--- src/rtl/vcve2_vrf_mem_arbiter.sv ---
// Round-robin arbiter sharing one OBI data port among NumReq requesters.
// A request that is presented but not yet granted is locked, and an in-order ID FIFO routes each response back to its issuer.
module vcve2_vrf_mem_arbiter #(
  parameter int NumReq         = 2,
  parameter int MaxOutstanding = 2,
  localparam int IdW           = (NumReq > 1) ? $clog2(NumReq) : 1
) (
  input  logic                   clk_i,
  input  logic                   rst_i,
  input  logic [NumReq-1:0]      req_i,
  output logic [NumReq-1:0]      gnt_o,
  output logic [NumReq-1:0]      rvalid_o,
  output logic [NumReq-1:0]      err_o,
  input  logic [NumReq-1:0]      we_i,
  input  logic [NumReq*4-1:0]    be_i,
  input  logic [NumReq*32-1:0]   addr_i,
  input  logic [NumReq*32-1:0]   wdata_i,
  output logic [31:0]            rdata_o,
  output logic                   data_req_o,
  input  logic                   data_gnt_i,
  input  logic                   data_rvalid_i,
  input  logic                   data_err_i,
  output logic                   data_we_o,
  output logic [3:0]             data_be_o,
  output logic [31:0]            data_addr_o,
  output logic [31:0]            data_wdata_o,
  input  logic [31:0]            data_rdata_i,
  output logic                   busy_o,
  output logic                   spurious_o
);
  localparam int PtrW = (MaxOutstanding > 1) ? $clog2(MaxOutstanding) : 1;
  localparam int CntW = $clog2(MaxOutstanding + 1);

  typedef enum logic {ARB, LOCK} state_e;

  state_e          state_q, state_d;
  logic [IdW-1:0]  rr_q, rr_d, lock_q, lock_d;
  logic [IdW-1:0]  fifo_q [MaxOutstanding];
  logic [PtrW-1:0] wptr_q, rptr_q;
  logic [CntW-1:0] cnt_q;
  logic            spurious_q;

  logic [IdW-1:0]  win, sel, head;
  logic            win_vld, push, pop;

  function automatic logic [IdW-1:0] id_inc(input logic [IdW-1:0] id);
    return (int'(id) == NumReq - 1) ? '0 : id + IdW'(1);
  endfunction

  function automatic logic [PtrW-1:0] ptr_inc(input logic [PtrW-1:0] p);
    return (p == PtrW'(MaxOutstanding - 1)) ? '0 : p + PtrW'(1);
  endfunction

  // First asserted request at or above the RR pointer, wrapping.
  always_comb begin
    win     = '0;
    win_vld = 1'b0;
    for (int i = 0; i < NumReq; i++) begin
      if (!win_vld && req_i[(int'(rr_q) + i) % NumReq]) begin
        win_vld = 1'b1;
        win     = IdW'((int'(rr_q) + i) % NumReq);
      end
    end
  end

  always_comb begin
    state_d    = state_q;
    rr_d       = rr_q;
    lock_d     = lock_q;
    sel        = win;
    data_req_o = 1'b0;
    gnt_o      = '0;
    case (state_q)
      ARB: begin
        if (win_vld && cnt_q < CntW'(MaxOutstanding)) begin
          data_req_o = 1'b1;
          if (data_gnt_i) begin
            gnt_o[win] = 1'b1;
            rr_d       = id_inc(win);
          end else begin
            lock_d  = win;
            state_d = LOCK;
          end
        end
      end
      LOCK: begin
        sel     = lock_q;
        state_d = ARB;
        // A locked requester that withdraws simply loses the lock.
        if (req_i[lock_q]) begin
          data_req_o = 1'b1;
          if (data_gnt_i) begin
            gnt_o[lock_q] = 1'b1;
            rr_d          = id_inc(lock_q);
          end else begin
            state_d = LOCK;
          end
        end
      end
      default: state_d = ARB;
    endcase
  end

  assign data_we_o    = we_i[sel];
  assign data_be_o    = be_i[int'(sel)*4 +: 4];
  assign data_addr_o  = addr_i[int'(sel)*32 +: 32];
  assign data_wdata_o = wdata_i[int'(sel)*32 +: 32];

  assign push = data_req_o & data_gnt_i;
  assign pop  = data_rvalid_i && (cnt_q != '0);
  assign head = fifo_q[rptr_q];

  always_comb begin
    rvalid_o = '0;
    err_o    = '0;
    if (pop) begin
      rvalid_o[head] = 1'b1;
      err_o[head]    = data_err_i;
    end
  end

  assign rdata_o    = data_rdata_i;
  assign busy_o     = (cnt_q != '0) || (state_q == LOCK);
  assign spurious_o = spurious_q;

  always_ff @(posedge clk_i) begin
    if (push) fifo_q[wptr_q] <= sel;
  end

  always_ff @(posedge clk_i) begin
    if (rst_i) begin
      state_q    <= ARB;
      rr_q       <= '0;
      lock_q     <= '0;
      wptr_q     <= '0;
      rptr_q     <= '0;
      cnt_q      <= '0;
      spurious_q <= 1'b0;
    end else begin
      state_q <= state_d;
      rr_q    <= rr_d;
      lock_q  <= lock_d;
      if (push) wptr_q <= ptr_inc(wptr_q);
      if (pop)  rptr_q <= ptr_inc(rptr_q);
      if (push && !pop)      cnt_q <= cnt_q + CntW'(1);
      else if (!push && pop) cnt_q <= cnt_q - CntW'(1);
      if (data_rvalid_i && cnt_q == '0) spurious_q <= 1'b1;
    end
  end
endmodule

--- config.mk ---
export PLATFORM = sky130hd
export DESIGN_NAME = vcve2_vrf_mem_arbiter
export DESIGN_NICKNAME = d
export VERILOG_FILES = /design/src/rtl/vcve2_vrf_mem_arbiter.sv
export SDC_FILE = /design/constraint.sdc
export NUM_CORES = 1
export LEC_CHECK = 0
export BUFFER_PORTS_ARGS = -buffer_cell sky130_fd_sc_hd__clkbuf_2
export CAP_MARGIN = 20
export CORE_AREA = 2 2 110 112
export DETAILED_ROUTE_END_ITERATION = 7
export DIE_AREA = 0 0 112 114
export GPL_ROUTABILITY_DRIVEN = 0
export PLACE_DENSITY_LB_ADDON = 0.05
export SLEW_MARGIN = 20
export SYNTH_ARGS = -nofsm -noshare
export SYNTH_HDL_FRONTEND = slang
export SYNTH_SLANG_ARGS = --single-unit
--- constraint.sdc ---
create_clock -name clk_i -period 4.3 [get_ports clk_i]
set_input_delay 0.645 -clock clk_i [delete_from_list [all_inputs] [get_ports clk_i]]
set_output_delay 0.645 -clock clk_i [all_outputs]
set_load 0.02 [all_outputs]
==> impl_metrics.json, run 1 <==
{
  "multi_input_area_um2": 1320,
  "path_delay_family": "buffers and inverters",
  "area_growth_pct": 51.5,
  "via_per_inst": 3.87,
  "fin_crit_sh_pct": 69.8,
  "coreArea_um2": 11700,
  "detail-route-antenna-nets": 0,
  "via_count": 1972,
  "peakVddDrop_uv": 261,
  "floorplan.initialDensity_pct": 16.8,
  "drt-met1-wl_mm": 3.13,
  "path_cells": "clkbuf_2 -> nand2b_1 -> nand2_1 -> o21a_4 -> buf_12 -> mux2_4 -> clkbuf_2",
  "status": "finished, final reports clean",
  "path_depth": 7,
  "rows": 40,
  "die_x_um": 112,
  "worstPathArrival_ps": 2360,
  "rr_worst_depth": 7,
  "dp_cells": 503,
  "die_h_um": 114,
  "cts-hold-fix-buffers": 0,
  "grt_setup_unrepaired": "false",
  "p_leak_nw": 1.82,
  "cts_inserted_buffers": 3,
  "grt_use_total_pct": 11.6,
  "finalSetupViolCount": 0,
  "io_buffers": 222,
  "worstPathRequired_ps": 3650,
  "grt_overflow_total": 0,
  "hold_violations": 0,
  "cp-start-kind": "primary input",
  "syn_nets": 352,
  "path_buf_inv": 3,
  "place_area_um2": 2890,
  "power_density_nw_per_um2": 307,
  "h-tree-depth": 1,
  "highest-signal-layer": "met5",
  "register_area_um2": 240,
  "holdWs_ps": 470,
  "nets": 539,
  "fillers": 1307,
  "clockRootBuffer": "clkbuf_16",
  "hold_path.class": "reg2reg",
  "cts_tree": "yes",
  "critPathSlowestCell": "o21a_4",
  "numClockSinks": 11,
  "final_max_slew_viol_count": 0,
  "post_synth.cell_area_avg_um2": 11.3,
  "endpoint_kind": "primary output",
  "clk_pin_slew_ps": 40,
  "wl_met2_mm": 3.96,
  "critical_path_class": "in2out",
  "pin_count": 287,
  "die_area_um2": 12800,
  "hpwl_mm": 7.59,
  "drive_above_1_share_pct": 82.8,
  "clk-insertion-delay-late_ps": 230,
  "post_cts_buffers": 0,
  "fin_setup_tns_ps": 0,
  "worst_pin_slew_ps": 604,
  "skew_ps": 1.07,
  "antenna_found_initial": 5,
  "ys_ff_latch": 11,
  "post-route-drc-count": 0,
  "period_needed_ps": 3000,
  "drt_pass1_iterations": 4,
  "layout.cells.non_filler": 510,
  "seq_area_frac_synth_pct": 12.2,
  "clockBufferDepth": 2,
  "design_area_um2": 2980,
  "syn_area_um2": 1970,
  "grt_pass1_wl_mm": 11.4,
  "grt_max_degree": 43,
  "crit_top_cell": "clkbuf_2",
  "fmax_ghz": 0.333,
  "synth_cell_types": 28,
  "slew_headroom_pct": 59.7,
  "drtIter0Drc": 48,
  "critPathMaxStageDelay_ps": 510,
  "finalWirelength_mm": 8.38,
  "wl_per_cell_um": 16.4,
  "grt_pass1_vias": 1852,
  "max_cap_violations": 0,
  "hold_depth": 2,
  "ys.warnings.count": 0,
  "netlist_instances": 174,
  "finalPower_uw": 914,
  "wl_met3_mm": 1.21,
  "crit_fanout": 42,
  "cts_resized": 0
}
[worst register-to-register path, cell delays in order, from the launching register on]
cell	delay, ps
dfxtp_1	420
nand2b_1	110
a21oi_1	350
or2_2	200
inv_1	50
ha_1	310
or3_1	380
a21oi_1	140
[Yosys cell counts, drive strengths merged]
| cell type | number | share of area [%] |
|---|---|---|
| mux2i | 1 | 0.51 |
| ha | 1 | 0.64 |
| nor2 | 8 | 1.5 |
| and2 | 1 | 0.32 |
| xor2 | 3 | 1.3 |
| edfxtp | 2 | 3.1 |
| nor3b | 1 | 0.38 |
| nand2 | 7 | 1.3 |
| inv | 4 | 0.76 |
| and4b | 1 | 0.51 |
| nand2b | 3 | 0.95 |
| nor4 | 1 | 0.32 |
| mux2 | 69 | 53 |
| a211oi | 1 | 0.38 |
| nor2b | 1 | 0.32 |
| o21a | 1 | 0.38 |
| o21ai | 6 | 1.5 |
| or2 | 1 | 0.32 |
| buf | 41 | 20 |
| or3 | 4 | 1.3 |
| o211ai | 1 | 0.38 |
| dfxtp | 9 | 9.2 |
| a21oi | 7 | 1.8 |
[registers in the layout (all words and copies together), names as in the netlist, named ones only]
signal	cells
cnt_q	2
fifo_q	2
lock_q	1
rptr_q	1
rr_q	1
spurious_o	1
state_q	1
wptr_q	1
[path summary, 6_finish.rpt]
kind	slack (ps)	end	from
hold reg to reg	470	spurious_o	spurious_o
hold / removal	470	spurious_o	spurious_o
setup / recovery	1300	data_addr_o[22]	req_i[0]
setup reg to reg	2260	cnt_q[1]	state_q
[cell usage in the layout (no fill, tap or decap)]
cell type and instances:
clkbuf_2 222, mux2_4 69, dfxtp_1 9, nor2_1 8
nand2_1 7, a21oi_1 7, o21ai_0 5, inv_1 4
diode_2 3, nand2b_1 3, or3_1 3, xor2_1 3
clkbuf_16 3, edfxtp_1 2, o21ai_1 1, o21a_4 1
o211ai_1 1, or2_2 1, and2_1 1, mux2i_1 1
nor3b_1 1, nor2b_1 1, nor4_1 1, a211oi_1 1
or3_2 1, and4b_1 1, ha_1 1, clkbuf_1 1
buf_12 1
[report_power, final]
group | internal [mW] | switching, mW
clock | 0.124 | 0.0425
combinational | 0.283 | 0.310
sequential | 0.131 | 0.0224
[per-layer routing]
metal	GRT usage, %	up-vias
li1	-	960
met1	13.4	853
met2	19.6	139
met3	6.75	16
met4	1.30	4
met5	0	-
[through the flow]
stage	util (%)	setup slack, ps
after global placement	24.7	1260
after CTS	25.4	1260
after floorplan	-	2080
after global routing	25.4	1160
final	25.4	1300
after detailed placement	24.7	1260
[kinds of logic after synthesis]
family	share of synthesized area, %
muxes	53.2
DFF	12.2
buffers and inverters	20.9
adders and majority gates	0.636
xor gates and xnor gates	1.34
AOI/OAI and AO/OA	4.45
and+or+nand+nor	7.32
[layout make-up]
cell class,instances,share of cell area [%]
diodes,3,0.252
inverters,4,0.504
clock buffers,4,2.64
well taps,147,6.17
repair buffers,223,38.0
multi-input cells,118,44.4
flip-flops and latches,11,8.06
No activity file was read; power rests on OpenSTA's default activity.
==> inputs of run 2 (changes only) <==
--- a/config.mk
+++ b/config.mk
@@ -7,9 +7,9 @@
 export LEC_CHECK = 0
 export BUFFER_PORTS_ARGS = -buffer_cell sky130_fd_sc_hd__clkbuf_2
 export CAP_MARGIN = 20
-export CORE_AREA = 2 2 110 112
+export CORE_AREA = 2 2 113 115
 export DETAILED_ROUTE_END_ITERATION = 7
-export DIE_AREA = 0 0 112 114
+export DIE_AREA = 0 0 115 117
 export GPL_ROUTABILITY_DRIVEN = 0
 export PLACE_DENSITY_LB_ADDON = 0.05
 export SLEW_MARGIN = 20
==> constraint.sdc (replaced) <==
create_clock -name clk_i -period 2.65 [get_ports clk_i]
set_input_delay 0.3975 -clock clk_i [delete_from_list [all_inputs] [get_ports clk_i]]
set_output_delay 0.3975 -clock clk_i [all_outputs]
set_load 0.02 [all_outputs]
==> run 2 against run 1 <==
  * Combinational power rose by 61%
  * Routed wire length fell by 11%
  * Non-clock buffer count rose by 1
  * Count of clock-buffer cells in the layout did not move
  * Via count fell by 0.81%
  * Critical endpoint is now data_wdata_o[5]
  * Global-route usage fell by 2.3 points
==> impl_metrics.json, run 2 (synthesis results as in run 1) <==
{
  "endpoint_kind": "primary output",
  "peakVddDrop_uv": 374,
  "place_area_um2": 2920,
  "clk_pin_slew_ps": 40,
  "comb_power_share_pct": 64.5,
  "clockPowerShare_pct": 18.7,
  "crit_fanout": 42,
  "h-tree-depth": 1,
  "coreArea_um2": 12300,
  "design_area_um2": 3000,
  "p_leak_nw": 1.83,
  "critical_path_class": "reg2out",
  "final_max_slew_viol_count": 0,
  "worstPathArrival_ps": 1790,
  "finalSetupViolCount": 0,
  "hold_path.class": "in2reg",
  "worst_pin_slew_ps": 436,
  "grt_max_degree": 43,
  "finalWirelength_mm": 7.44,
  "power.switching_uw": 600,
  "status": "finished, final reports clean",
  "fin_crit_sh_pct": 82.7,
  "cts_resized": 0,
  "grt_overflow_total": 0,
  "grt_pass1_wl_mm": 9.74,
  "fillers": 1360,
  "cts_inserted_buffers": 3,
  "numClockSinks": 11,
  "register_area_um2": 240,
  "final_common_cell": "clkbuf_2",
  "post-route-drc-count": 0,
  "antenna_found_initial": 0,
  "worstPathRequired_ps": 2250,
  "drtIter0Drc": 24,
  "cp-start-kind": "register",
  "critPathSlowestCell": "mux2_4",
  "die_h_um": 117,
  "max_cap_violations": 0,
  "dp_cells": 507,
  "skew_ps": 0.956,
  "detail-route-antenna-nets": 0,
  "die_area_um2": 13500,
  "swShare_pct": 40.5,
  "drive_above_1_share_pct": 82.8,
  "io_buffers": 222,
  "finalPower_mw": 1.48,
  "hold_violations": 0,
  "cts_tree": "yes",
  "nets": 540,
  "fmax_ghz": 0.457,
  "slew_headroom_pct": 70.7,
  "clockRootBuffer": "clkbuf_16",
  "pin_count": 287,
  "hpwl_mm": 6.66,
  "fin_setup_tns_ps": 0,
  "reg_top3": "cnt_q x2, fifo_q x2",
  "floorplan.initialDensity_pct": 16.0,
  "clk-insertion-delay-late_ps": 240,
  "via_count": 1956,
  "cts-hold-fix-buffers": 0,
  "rows": 41,
  "path_cells": "nand2b_1 -> nand2_1 -> o21a_4 -> buf_12 -> mux2_4 -> clkbuf_2",
  "drt_pass1_iterations": 4,
  "wl_per_cell_um": 14.6,
  "die_x_um": 115,
  "multi_input_area_um2": 1320,
  "clockBufferDepth": 2,
  "area_growth_pct": 52.4,
  "grt_use_total_pct": 9.33,
  "via_per_inst": 3.83,
  "grt_pass1_vias": 1791,
  "internal_power_uw": 881,
  "seq_power_share_pct": 16.8,
  "power_density_nw_per_um2": 494,
  "grt_setup_unrepaired": "false",
  "diodes": 0,
  "layout.cells.non_filler": 511,
  "post_cts_buffers": 0,
  "period_needed_ps": 2190,
  "layout_common_cells": "222 x clkbuf_2, 69 x mux2_4, 9 x dfxtp_1",
  "critPathMaxStageDelay_ps": 330
}
run 2: power groups by stage:
stage / clock network, mW / logic [mW] / registers (mW)
4_1_cts: 0.283 / 0.974 / 0.250
3_5_place_dp: 0 / 0.971 / 0.252
6_report: 0.276 / 0.955 / 0.249
5_1_grt: 0.291 / 1.03 / 0.256
2_1_floorplan: 0 / 0.772 / 0.246
3_3_place_gp: 0 / 0.978 / 0.254
run 2: path summary, 6_finish.rpt:
check | from | endpoint | slack, ps | depth (start not counted)
worst min register to register | spurious_o | spurious_o | 480 | 2
worst max register to register | state_q | cnt_q[1] | 610 | 7
worst max-delay path | rr_q | data_wdata_o[5] | 460 | 6
worst min-delay path | data_rvalid_i | spurious_o | 420 | 3
run 2: area by class of cell:
cell class	instances	share of cell area [%]
well taps	150	6.26
repair buffers	224	38.4
flip-flops and latches	11	8.02
multi-input cells	118	44.2
inverters	4	0.501
clock buffers	4	2.63
run 2: per-layer routing:
layer	wire length [µm]	track usage (%)	vias up
met1	2570	9.72	863
met5	0	0	-
li1	-	-	955
met3	739	2.42	12
met2	4070	18.8	126
met4	57	1.77	0
run 2: worst max-delay path: cells and delay by family (launching register included):
| kind | cells | cell delay (ps) |
|---|---|---|
| compound gates | 1 | 160 |
| buf+inv | 2 | 440 |
| flops | 1 | 320 |
| mux | 1 | 330 |
| simple gates | 2 | 260 |
run 2: through the flow:
step,setup slack (ps),hold WS (ps),util [%]
floorplan,920,442,-
global placement,584,465,23.7
detailed placement,588,475,23.7
CTS,447,420,24.3
global route,354,446,24.3
finish,460,420,24.3
==> inputs of run 3 (changes only) <==
--- a/config.mk
+++ b/config.mk
@@ -5,11 +5,12 @@
 export SDC_FILE = /design/constraint.sdc
 export NUM_CORES = 1
 export LEC_CHECK = 0
+export ABC_AREA = 1
 export BUFFER_PORTS_ARGS = -buffer_cell sky130_fd_sc_hd__clkbuf_2
 export CAP_MARGIN = 20
-export CORE_AREA = 2 2 113 115
+export CORE_AREA = 2 2 110 112
 export DETAILED_ROUTE_END_ITERATION = 7
-export DIE_AREA = 0 0 115 117
+export DIE_AREA = 0 0 112 114
 export GPL_ROUTABILITY_DRIVEN = 0
 export PLACE_DENSITY_LB_ADDON = 0.05
 export SLEW_MARGIN = 20
==> constraint.sdc (replaced) <==
create_clock -name clk_i -period 2.2 [get_ports clk_i]
set_input_delay 0.33 -clock clk_i [delete_from_list [all_inputs] [get_ports clk_i]]
set_output_delay 0.33 -clock clk_i [all_outputs]
set_load 0.02 [all_outputs]
==> run 3 against run 2 <==
  * Routed wire length up 5.1%
  * Flip-flop and latch count unchanged
  * Worst setup slack worse by 280 ps
  * Non-clock buffer count up 2
  * Combinational power up 36%
  * Final cell count up 31%
  * Die area down 5.1%
  * Utilization down 0.73 points
  * Clock power up 21%
  * Critical path type unchanged
  * Critical endpoint is now data_addr_o[11]
  * Largest cell class is now non-clock buffers
==> impl_metrics.json, run 3 <==
{
  "critical_path_class": "reg2out",
  "drt_pass1_iterations": 4,
  "die_area_um2": 12800,
  "detail-route-antenna-nets": 0,
  "grt_pass1_vias": 2227,
  "design_area_um2": 2770,
  "cp-start-kind": "register",
  "cts-hold-fix-buffers": 0,
  "hold_path.class": "in2reg",
  "fin_setup_tns_ps": 0,
  "fmax_ghz": 0.494,
  "via_count": 2552,
  "syn_nets": 517,
  "hpwl_mm": 6.63,
  "post_synth.cell_area_avg_um2": 4.93,
  "die_x_um": 112,
  "ys.warnings.count": 0,
  "grt_overflow_total": 0,
  "finalPower_mw": 1.94,
  "cts_tree": "yes",
  "dp_slack_ps": 292,
  "crit_fanout": 43,
  "place_area_um2": 2690,
  "yosysMostFrequentCell": "nand2_1",
  "via_per_inst": 3.81,
  "highest-signal-layer": "met4",
  "critPathMaxStageDelay_ps": 400,
  "floorplan.initialDensity_pct": 14.3,
  "p_leak_nw": 1.90,
  "cts_resized": 0,
  "pin_count": 287,
  "wl_met3_um": 674,
  "synth_top_flop_cell": "dfxtp_1",
  "final_common_cell": "nand2_1",
  "clk-insertion-delay-late_ps": 240,
  "drt-met1-wl_mm": 2.91,
  "grt_use_total_pct": 10.9,
  "hold_violations": 0,
  "antenna_found_initial": 0,
  "fin_util_pct": 23.6,
  "yosys-top-cells-area": "nand2_1 51%, buf_4 14%, dfxtp_1 11%, inv_1 4.3%, buf_2 3.6%",
  "synth.top_cell.area_share_pct": 50.7,
  "yosysTopAreaCell": "nand2_1",
  "fin_ws_ps": 176,
  "holdWs_ps": 283,
  "wl_per_cell_um": 11.7,
  "worstPathRequired_ps": 1870,
  "io_buffers": 222,
  "fin_crit_sh_pct": 92.0,
  "clockRootBuffer": "clkbuf_16",
  "clockBufferDepth": 2,
  "clk_pin_slew_ps": 40,
  "async_reset_ff_share_pct": 0,
  "drtIter0Drc": 90,
  "rows": 40,
  "path_cells": "inv_2 -> nand3_2 -> nand2_2 -> buf_4 -> nand2_1 -> nand2_1 -> clkbuf_2",
  "synth_cell_types": 18,
  "wl_met2_mm": 4.14,
  "post-route-drc-count": 0,
  "reg_top3": "cnt_q x2, fifo_q x2",
  "endpoint_kind": "primary output",
  "path_delay_family": "buffers and inverters",
  "finalSetupViolCount": 0,
  "grt_pass1_wl_mm": 11.1,
  "peakVddDrop_uv": 218,
  "crit_top_cell": "nand2_1",
  "synth_edf_count": 2,
  "critPathSlowestCell": "buf_4",
  "skew_ps": 2.07,
  "final_max_slew_viol_count": 0,
  "numClockSinks": 11,
  "grt_max_degree": 46,
  "dp_cells": 666,
  "seq_area_frac_synth_pct": 14.4,
  "netlist_instances": 339,
  "h-tree-depth": 1,
  "synth_common_cells": "226 x nand2_1, 32 x buf_4, 19 x inv_1, 12 x buf_2, 11 x nor2_1",
  "diodes": 0,
  "max_cap_violations": 0,
  "status": "finished, final reports clean",
  "worst_pin_slew_ps": 445,
  "slew_headroom_pct": 70.3,
  "cts_inserted_buffers": 3,
  "worstPathArrival_ps": 1690,
  "period_needed_ps": 2020,
  "nets": 702,
  "power_density_nw_per_um2": 702,
  "syn_area_um2": 1670,
  "layout.cells.non_filler": 670,
  "coreArea_um2": 11700,
  "layout_common_cells": "226 x nand2_1, 222 x clkbuf_2, 19 x inv_1",
  "path_buf_inv": 3,
  "post_cts_buffers": 0,
  "finalWirelength_mm": 7.82,
  "drive_above_1_share_pct": 44.7,
  "area_growth_pct": 65.4,
  "grt_setup_unrepaired": "false",
  "ys_ff_latch": 11,
  "die_h_um": 114,
  "fillers": 1396
}
[run 3: changes by cell type after synthesis, sizes merged, moves of 4 or more]
cell,change
nand2,+220
mux2,-69
inv,+17
nand3,+6
buf,+5
or3,-4
[run 3: final timing paths]
kind            start              end  slack, ps  cells past startpoint
max           state_q  data_addr_o[11]        180                      7
min             rst_i       spurious_o        280                      2
max reg2reg  cnt_q[1]         cnt_q[1]        520                     10
min reg2reg    rptr_q           rptr_q        470                      2
[run 3: logic make-up after synthesis]
family / after synthesis / synth area share (%)
and+or+nand+nor: 249 / 57.3
buffers and inverters: 67 / 24.0
AOI/OAI and AO/OA: 11 / 3.52
DFF: 11 / 14.4
adders and majority gates: 1 / 0.748
[run 3: per-layer routing]
metal	track usage (%)	vias to the layer above
met1	12.0	1048
met5	0	-
li1	-	1346
met4	2.11	0
met2	21.3	142
met3	2.76	16
[run 3: area by class of cell]
type / count / area, µm² / share of cell area [%]
Clock buffer: 4 / 78.8 / 2.85
Sequential cell: 11 / 240 / 8.69
Tap cell: 147 / 184 / 6.65
Timing Repair Buffer: 226 / 1150 / 41.7
Multi-Input combinational cell: 261 / 1030 / 37.2
Inverter: 21 / 78.8 / 2.85
[run 3: report_power, final]
part / total [mW] / internal, mW / switching (mW)
sequential: 0.307 / 0.265 / 0.0421
clock: 0.334 / 0.243 / 0.0903
combinational: 1.30 / 0.441 / 0.859
total: 1.94 / 0.950 / 0.991
